[src/rtl/wb_scratch_slave_pkg.sv]
// Shared definitions for the Wishbone scratch slave: fill pattern and
// response-code encoding carried through the response delay line.
package wb_scratch_slave_pkg;

    localparam logic [31:0] WB_FILL_PATTERN = 32'hDEADBEEF;

    typedef enum logic [1:0] {
        RESP_NONE = 2'd0,
        RESP_ACK  = 2'd1,
        RESP_ERR  = 2'd2
    } resp_code_e;

    // Unmapped accesses terminate with err only when the slave is built to flag them.
    function automatic resp_code_e resp_code_for(input logic mapped, input logic err_unmapped);
        return (!mapped && err_unmapped) ? RESP_ERR : RESP_ACK;
    endfunction

endpackage

[src/rtl/wb_scratch_slave_if.sv]
// Wishbone B4 pipelined bus bundle between a master and the scratch slave.
interface wb_scratch_slave_if #(
    parameter int AW = 8,
    parameter int DW = 32
);
    logic            i_wb_cyc;
    logic            i_wb_stb;
    logic            i_wb_we;
    logic [AW-1:0]   i_wb_addr;
    logic [DW-1:0]   i_wb_data;
    logic [DW/8-1:0] i_wb_sel;
    logic            o_wb_stall;
    logic            o_wb_ack;
    logic            o_wb_err;
    logic [DW-1:0]   o_wb_data;

    modport master (
        output i_wb_cyc, i_wb_stb, i_wb_we, i_wb_addr, i_wb_data, i_wb_sel,
        input  o_wb_stall, o_wb_ack, o_wb_err, o_wb_data
    );

    modport slave (
        input  i_wb_cyc, i_wb_stb, i_wb_we, i_wb_addr, i_wb_data, i_wb_sel,
        output o_wb_stall, o_wb_ack, o_wb_err, o_wb_data
    );
endinterface

[src/rtl/wb_resp_pipe.sv]
// Fixed-length delay line of {valid, code, data}; stage 0 loads at the
// accepting edge so the response is visible LATENCY cycles after accept.
module wb_resp_pipe
    import wb_scratch_slave_pkg::*;
#(
    parameter int LATENCY = 1,
    parameter int DW      = 32
) (
    input  logic          clk_i,
    input  logic          rst_i,
    input  logic          flush_i,
    input  logic          in_valid_i,
    input  resp_code_e    in_code_i,
    input  logic [DW-1:0] in_data_i,
    output logic          out_valid_o,
    output resp_code_e    out_code_o,
    output logic [DW-1:0] out_data_o
);

    logic          valid_q [LATENCY];
    resp_code_e    code_q  [LATENCY];
    logic [DW-1:0] data_q  [LATENCY];

    always_ff @(posedge clk_i) begin
        if (rst_i || flush_i) begin
            for (int i = 0; i < LATENCY; i++) begin
                valid_q[i] <= 1'b0;
                code_q[i]  <= RESP_NONE;
                data_q[i]  <= '0;
            end
        end else begin
            valid_q[0] <= in_valid_i;
            code_q[0]  <= in_code_i;
            data_q[0]  <= in_data_i;
            for (int i = 1; i < LATENCY; i++) begin
                valid_q[i] <= valid_q[i-1];
                code_q[i]  <= code_q[i-1];
                data_q[i]  <= data_q[i-1];
            end
        end
    end

    assign out_valid_o = valid_q[LATENCY-1];
    assign out_code_o  = code_q[LATENCY-1];
    assign out_data_o  = data_q[LATENCY-1];

endmodule

[src/rtl/wb_scratch_slave.sv]
// Wishbone B4 pipelined scratch-register slave with byte-lane writes,
// fixed response latency and a bounded number of outstanding requests.
module wb_scratch_slave
    import wb_scratch_slave_pkg::*;
#(
    parameter int          AW           = 8,
    parameter int          DW           = 32,
    parameter int          NREGS        = 16,
    parameter int          LATENCY      = 1,
    parameter int          MAX_OUTST    = 1,
    parameter bit          ERR_UNMAPPED = 1'b0,
    parameter logic [31:0] FILL_DATA    = WB_FILL_PATTERN
) (
    input  logic                i_clk,
    input  logic                i_rst,
    wb_scratch_slave_if.slave   wb
);

    localparam int NB = DW / 8;
    localparam int CW = $clog2(MAX_OUTST + 1);

    logic [DW-1:0]    regs_q [NREGS];
    logic [CW-1:0]    outst_q, outst_d;
    logic [DW-1:0]    hold_q, hold_d;

    logic             stall;
    logic             accept;
    logic             mapped;
    logic             wr_acc;
    logic [DW-1:0]    lane_mask;
    logic [NREGS-1:0] reg_hit;
    logic [DW-1:0]    rd_word;
    logic [DW-1:0]    resp_data;
    resp_code_e       resp_code;

    logic             out_valid;
    resp_code_e       out_code;
    logic [DW-1:0]    out_data;

    assign stall  = (outst_q == CW'(MAX_OUTST));
    assign accept = wb.i_wb_cyc && wb.i_wb_stb && !stall;
    assign mapped = ({1'b0, wb.i_wb_addr} < (AW+1)'(NREGS));
    assign wr_acc = accept && wb.i_wb_we && mapped;

    genvar gi;
    generate
        for (gi = 0; gi < NB; gi++) begin : g_lane
            assign lane_mask[gi*8 +: 8] = {8{wb.i_wb_sel[gi]}};
        end
        for (gi = 0; gi < NREGS; gi++) begin : g_hit
            assign reg_hit[gi] = wr_acc && (wb.i_wb_addr == AW'(gi));
        end
    endgenerate

    always_ff @(posedge i_clk) begin
        if (i_rst) begin
            for (int i = 0; i < NREGS; i++) begin
                regs_q[i] <= '0;
            end
        end else begin
            for (int i = 0; i < NREGS; i++) begin
                if (reg_hit[i]) begin
                    regs_q[i] <= (regs_q[i] & ~lane_mask) | (wb.i_wb_data & lane_mask);
                end
            end
        end
    end

    // Addresses beyond the register file match no entry and fall through to the fill pattern.
    always_comb begin
        rd_word = DW'(FILL_DATA);
        for (int i = 0; i < NREGS; i++) begin
            if (wb.i_wb_addr == AW'(i)) begin
                rd_word = regs_q[i];
            end
        end
    end

    assign resp_data = wb.i_wb_we ? '0 : rd_word;
    assign resp_code = resp_code_for(mapped, ERR_UNMAPPED);

    wb_resp_pipe #(
        .LATENCY (LATENCY),
        .DW      (DW)
    ) u_resp_pipe (
        .clk_i       (i_clk),
        .rst_i       (i_rst),
        .flush_i     (!wb.i_wb_cyc),
        .in_valid_i  (accept),
        .in_code_i   (resp_code),
        .in_data_i   (resp_data),
        .out_valid_o (out_valid),
        .out_code_o  (out_code),
        .out_data_o  (out_data)
    );

    // Dropping cyc abandons everything in flight, so the count restarts from zero.
    always_comb begin
        outst_d = outst_q;
        if (!wb.i_wb_cyc) begin
            outst_d = '0;
        end else begin
            case ({accept, out_valid})
                2'b10:   outst_d = outst_q + CW'(1);
                2'b01:   outst_d = outst_q - CW'(1);
                default: outst_d = outst_q;
            endcase
        end
    end

    assign hold_d = out_valid ? out_data : hold_q;

    always_ff @(posedge i_clk) begin
        if (i_rst) begin
            outst_q <= '0;
            hold_q  <= '0;
        end else begin
            outst_q <= outst_d;
            hold_q  <= hold_d;
        end
    end

    assign wb.o_wb_stall = stall;
    assign wb.o_wb_ack   = out_valid && (out_code == RESP_ACK);
    assign wb.o_wb_err   = out_valid && (out_code == RESP_ERR);
    assign wb.o_wb_data  = hold_d;

endmodule
[src/flat_wrapper.sv]
// flat-port wrapper written by rule: the top's interface ports become plain ports
module wb_scratch_slave_flat import wb_scratch_slave_pkg::*;
#(
    parameter int          AW           = 8,
    parameter int          DW           = 32,
    parameter int          NREGS        = 16,
    parameter int          LATENCY      = 1,
    parameter int          MAX_OUTST    = 1,
    parameter bit          ERR_UNMAPPED = 1'b0,
    parameter logic [31:0] FILL_DATA    = WB_FILL_PATTERN
)
  (i_clk, i_rst, wb_i_wb_cyc, wb_i_wb_stb, wb_i_wb_we, wb_i_wb_addr, wb_i_wb_data, wb_i_wb_sel, wb_o_wb_stall, wb_o_wb_ack, wb_o_wb_err, wb_o_wb_data);
  wb_scratch_slave_if #(.AW(AW), .DW(DW)) wb_i ();
  input  logic i_clk;
  input  logic i_rst;
  input wire logic [$bits(wb_i.i_wb_cyc)-1:0] wb_i_wb_cyc;
  input wire logic [$bits(wb_i.i_wb_stb)-1:0] wb_i_wb_stb;
  input wire logic [$bits(wb_i.i_wb_we)-1:0] wb_i_wb_we;
  input wire logic [$bits(wb_i.i_wb_addr)-1:0] wb_i_wb_addr;
  input wire logic [$bits(wb_i.i_wb_data)-1:0] wb_i_wb_data;
  input wire logic [$bits(wb_i.i_wb_sel)-1:0] wb_i_wb_sel;
  output wire logic [$bits(wb_i.o_wb_stall)-1:0] wb_o_wb_stall;
  output wire logic [$bits(wb_i.o_wb_ack)-1:0] wb_o_wb_ack;
  output wire logic [$bits(wb_i.o_wb_err)-1:0] wb_o_wb_err;
  output wire logic [$bits(wb_i.o_wb_data)-1:0] wb_o_wb_data;
  assign wb_i.i_wb_cyc = wb_i_wb_cyc;
  assign wb_i.i_wb_stb = wb_i_wb_stb;
  assign wb_i.i_wb_we = wb_i_wb_we;
  assign wb_i.i_wb_addr = wb_i_wb_addr;
  assign wb_i.i_wb_data = wb_i_wb_data;
  assign wb_i.i_wb_sel = wb_i_wb_sel;
  assign wb_o_wb_stall = wb_i.o_wb_stall;
  assign wb_o_wb_ack = wb_i.o_wb_ack;
  assign wb_o_wb_err = wb_i.o_wb_err;
  assign wb_o_wb_data = wb_i.o_wb_data;
  wb_scratch_slave #(.AW(AW), .DW(DW), .NREGS(NREGS), .LATENCY(LATENCY), .MAX_OUTST(MAX_OUTST), .ERR_UNMAPPED(ERR_UNMAPPED), .FILL_DATA(FILL_DATA)) u_core (.i_clk(i_clk), .i_rst(i_rst), .wb(wb_i));
endmodule
[config.mk]
export PLATFORM = sky130hd
export DESIGN_NAME = wb_scratch_slave_flat
export DESIGN_NICKNAME = d
export VERILOG_FILES = /design/src/rtl/wb_scratch_slave_pkg.sv /design/src/rtl/wb_scratch_slave_if.sv /design/src/rtl/wb_resp_pipe.sv /design/src/rtl/wb_scratch_slave.sv /design/src/flat_wrapper.sv
export SDC_FILE = /design/constraint.sdc
export NUM_CORES = 1
export LEC_CHECK = 0
export BUFFER_PORTS_ARGS = -buffer_cell sky130_fd_sc_hd__buf_2
export CAP_MARGIN = 0
export CORE_MARGIN = 4
export CORE_UTILIZATION = 60
export CTS_CLUSTER_DIAMETER = 60
export DETAILED_ROUTE_END_ITERATION = 8
export PLACE_DENSITY = 0.78
export SLEW_MARGIN = 20
export SYNTH_ARGS = -nofsm -noshare
export SYNTH_HDL_FRONTEND = slang
export SYNTH_SLANG_ARGS = --single-unit
[constraint.sdc]
create_clock -name i_clk -period 5.7 [get_ports i_clk]
set_input_delay 1.14 -clock i_clk [delete_from_list [all_inputs] [get_ports i_clk]]
set_output_delay 1.14 -clock i_clk [all_outputs]
set_load 0.005 [all_outputs]
After elaboration in Yosys (flattened, before gate mapping)
Memories as Yosys holds them, arrays and structs flattened.
Cells that the tools add are included.
{ "totals": {"ram_bits": 546, "n_memories": 4, "mem_bits_ro": 0, "latch_bits": 0, "wordCells": 204, "register_bits": 33, "inputBits": 49} }
{ "mem_list": {"columns": ["name", "words", "word_bits", "rd", "rd_ports_with_merged_regs", "wr", "line", "text"], "rows": [
  ["u_core.regs_q", 16, 32, 16, 0, 16, "wb_scratch_slave.sv:22", "logic [DW-1:0] regs_q [NREGS];"],
  ["u_core.u_resp_pipe.data_q", 1, 32, 1, 0, 1, "wb_resp_pipe.sv:22", "logic [DW-1:0] data_q [LATENCY];"],
  ["u_core.u_resp_pipe.code_q", 1, 1, 1, 0, 1, "wb_resp_pipe.sv:21", "resp_code_e code_q [LATENCY];"],
  ["u_core.u_resp_pipe.valid_q", 1, 1, 1, 0, 1, "wb_resp_pipe.sv:20", "logic valid_q [LATENCY];"]
]} }
{ "classes": {"add_sub_neg": 2, "muxes": 94, "n_reduce_logical": 31, "n_eq_ne": 19, "n_mul": 0, "div_mod_pow": 0, "bitwise_logic": 51, "shifts": 0, "n_lt_le_gt_ge": 1} }
{ "ops": {"columns": ["cell", "count"], "rows": [
  ["$mux 32", 35],
  ["$and 32x32->32", 17],
  ["$or 32x32->32", 16],
  ["$eq 8x4->1 const B", 8],
  ["$mux 1", 58],
  ["$eq 8x3->1 const B", 4],
  ["$not 32->32", 1],
  ["$reduce_or 32->1", 1],
  ["$logic_and 1x1->1", 22],
  ["$eq 8x2->1 const B", 2],
  ["$or 1x1->1", 16],
  ["$eq 8x1->1 const B", 1],
  ["$logic_not 8->1", 1],
  ["$lt 8x5->1 const B", 1],
  ["$eq 2x1->1 const B", 2],
  ["$eq 2x2->1 const B", 2],
  ["$logic_not 1->1", 2],
  ["$pmux 1 s2", 1],
  ["$reduce_bool 2->1", 1],
  ["$reduce_or 1->1", 2],
  ["$reduce_or 2->1", 1],
  ["$add 1x1->1 const B", 1],
  ["$logic_or 1x1->1", 1],
  ["$not 1->1", 1],
  ["$sub 1x1->1 const B", 1]
]} }

Logic depth before layout (Yosys ltp)
{ "depth": {"ltp_word": 19, "mapped_depth": 10, "ltp_nobuf": 6} }

Modules after synthesis
Synthesis repeated with hierarchy kept, for this count alone.
{ "unflattened": {"hier_cells": 2708, "area_unflattened_um2": 30170.2} }
{ "by_module_without_submodules": {"columns": ["module", "area_each_um2", "instances", "cells_per_inst"], "rows": [
  ["wb_scratch_slave", 28970.3, 1, 2630],
  ["wb_resp_pipe", 1199.9, 1, 78]
]} }

Worst setup path before layout
Ideal clock, no wire load.
{ "synth_path": {"path_type": "in2reg", "from": "in wb_i_wb_addr[4]", "to": "mem u_core.regs_q[0][0], enable pin", "required_time_ns": 5.272, "path_stages": 5, "setup_slack_ns": 1.442, "setup_ns": 0.428, "t_arrival_ns": 3.830, "cell_sequence": "or4_4 > or3_1 > buf_2 > buf_2 > o21bai_1"} }
{ "synth_rtl": {"columns": ["item", "line", "text"], "rows": [
  ["start: declaration", "flat_wrapper.sv:19", "input wire logic [$bits(wb_i.i_wb_addr)-1:0] wb_i_wb_addr;"],
  ["end: declaration", "wb_scratch_slave.sv:22", null]
]} }

Final worst setup path
{ "layout_path": {"from": "in wb_i_wb_addr[0]", "to": "mem u_core.u_resp_pipe.data_q[0][30]"} }
{ "layout_between": {"elab_chain_cells": 19} }
{ "layout_lines": {"columns": ["item", "line", "text"], "rows": [
  ["$logic_not 8->1", "wb_scratch_slave.sv:73", "if (wb.i_wb_addr == AW'(i)) begin"],
  ["$mux 32 (15 in a row)", "wb_scratch_slave.sv:73", null],
  ["$mux 32 *", "wb_scratch_slave.sv:73", null],
  ["$mux 32 *", "wb_scratch_slave.sv:79", "assign resp_data = wb.i_wb_we ? '0 : rd_word;"],
  ["$mux 32 (no source line) *", null, null],
  ["end: declaration", "wb_resp_pipe.sv:22", null]
]} }
Mark *: on every way between the ends. The rest lies on a longest branch, timed or not.

==> flow_summary.ini <==
[run_status]
status = completed

[finish]
nNetsFinal = 2673
regArea_um2 = 16720
fin_util_pct = 66.70
layout_common_cells = a21oi_1, nand2b_1, edfxtp_1, nand2_1, o21ai_0
multi_input_area_um2 = 11290
final_common_cell = a21oi_1
stdcell_area_um2 = 31780
fin_cells = 3292
nFillCells = 3616
drive_gt1_share_pct = 13.08
syn_to_final_growth_pct = 10.00

[place]
dp.cells = 3176
place_ws_ns = 1.135
io_buffers = 82
placed_area_um2 = 29820
gp_congestion = 0.9538
dp_hpwl_um = 56800

[yosys]
async_reset_ff_share_pct = 0
synth_cells = 2647
syn_nets = 2696
synthFlopType = edfxtp_1
yosys.cell_types.count = 61
synth.ff_latch_count = 579
yosysWarnings = 0
avgSynthCellArea_um2 = 10.91
netlist_area_um2 = 28890
yosysSeqAreaShare_pct = 57.86
synth-edff-count = 512

[die]
start_util_pct = 60.64
die_area_um2 = 51720
core_um2 = 47650
die_w_um = 227.4
io_pins = 84
rows = 80
die-height_um = 227.4

[clocking]
cts_tree = yes
clock_path_buffers = 3
clk_pin_slew_ns = 0.06
cts_num_sinks = 579
numCtsBuffers = 61
ctsResizeCount = 0
post_cts_buffers = 0
clkLatencyLatePin_ns = 0.64
ctsHoldBuffers = 0
cts_root_buf = clkbuf_16
htreeDepth = 2

[worst_setup_path]
critPathKind = primary input to register
reg2reg_from = u_core.wb.o_wb_stall
cp-start-kind = primary input
worstPathRequired_ns = 6.17
cp.arrival_ns = 4.69
endpoint_kind = register
critPathLaunch = wb_i_wb_addr[0]
cp_max_fo = 41

[sta]
period_share_pct = 73.89
slew_headroom_pct = 20.03
max_freq_mhz = 237.4
finalSetupTns_ns = 0
finalSetupViolCount = 0
finalMaxSlewViolations = 0
layout_min_cycle_time_ns = 4.212
worst_hold_slack_ns = 0.5537
rsz0062_at_grt = false
finalWorstSetupSlack_ns = 1.488
final_hold_viol_count = 0
clock-skew-final_ns = 0.02829
worstMarginPinSlew_ns = 1.200

[route]
vias = 23130
final_antenna_net_count = 0
viasPerCell = 7.027
drc = 0
routedWlPerCell_um = 29.21
drt-initial-drc-count = 4187
first_pass_iters = 7
wl_um = 96160

[global_route]
grt_pass1_wl_um = 140800
grt_pass1_vias = 22170
grt_max_degree = 127
antenna_found_initial = 1
grtUsageMet3_pct = 10.64
grt_overflow_total = 0
met2_usage_pct = 54.83
use_met1_pct = 48.49
grt_most_used_layer = met2
grt_usage_pct = 36.39

[pwr]
power_density_nw_per_um2 = 304.3
ir_drop_mv = 0.3092
p_leak_nw = 11.08
power_mw = 9.671

[min_path]
min_from = u_core.regs_q[0][475]
hold_class = register to register

[flow_run]
drv_cap = 0
final timing paths:
check | endpoint | slack, ns | cells past startpoint
max reg2reg | u_core.regs_q[0][413] | 2.67 | 5
min | u_core.u_resp_pipe.data_q[0][27] | 0.55 | 2
max | u_core.u_resp_pipe.data_q[0][30] | 1.49 | 8
min reg2reg | u_core.u_resp_pipe.data_q[0][27] | 0.55 | 2
cell families after synthesis:
kind of cell	count (synthesis)	synth area share (%)
DFF	579	57.86
xor gates and xnor gates	1	0.03032
muxes	121	5.349
and+or+nand+nor	808	15.87
other	1	0.01298
AOI/OAI and AO/OA	887	17.34
buffers and inverters	250	3.538
area by class of cell:
type	instances	area share, %
diodes	1	0.007874
well taps	615	2.421
clock buffers	75	5.165
inverters	13	0.1535
repair buffers	151	3.181
clock inverters	40	0.9449
multi-input cells	1818	35.52
flip-flops and latches	579	52.60
Yosys cell counts (6+ instances only):
library cell / count / area, um^2
a211oi_1: 15 / 112.6
a21o_1: 9 / 67.56
a21oi_1: 598 / 2993
a221oi_1: 17 / 148.9
a2bb2oi_1: 10 / 87.58
a31oi_1: 14 / 87.58
buf_1: 9 / 33.78
buf_2: 46 / 230.2
clkbuf_1: 176 / 660.6
dfxtp_1: 67 / 1341
edfxtp_1: 512 / 15370
inv_1: 12 / 45.04
mux2_2: 57 / 641.9
mux2i_1: 43 / 430.4
mux4_2: 21 / 473.0
nand2_1: 97 / 364.1
nand2b_1: 522 / 3266
nand3_1: 20 / 100.1
nand4_1: 7 / 43.79
nor2_1: 81 / 304.0
nor2b_1: 45 / 281.5
nor3_1: 20 / 100.1
o211ai_1: 7 / 52.55
o21a_1: 7 / 52.55
o21ai_0: 87 / 435.4
o21bai_1: 8 / 60.06
o221ai_1: 14 / 122.6
o22ai_1: 48 / 300.3
o32ai_1: 6 / 52.55
power by group:
part	switching (mW)	leakage, nW	internal (mW)
clock	1.71	0.962	2.22
sequential	0.113	5.81	4.81
combinational	0.562	4.30	0.261
total	2.38	11.1	7.29
flip-flops by register name, summed over array words and instances, names as in the netlist:
| register | cells |
|---|---|
| u_core.u_resp_pipe.data_q | 32 |
| u_core.hold_q | 32 |
| u_core.regs_q | 512 |
| u_core.u_resp_pipe.code_q | 1 |
| u_core.wb.o_wb_stall | 1 |
| u_core.u_resp_pipe.valid_q | 1 |
worst max-delay path, cell delays in order:
cell	delay, ns
buf_6	0.39
buf_4	0.65
nor2b_1	0.80
nand2_1	0.76
o221ai_1	0.45
a21oi_1	0.15
o221ai_1	0.17
a221oi_1	0.12
metal layers:
metal / wire length (um) / part of all wire [%]
met4: 6136 / 6.4
met1: 33760 / 35
met3: 14380 / 15
met2: 41880 / 44
met5: 0 / 0
Power figures use the tool's default switching activity.
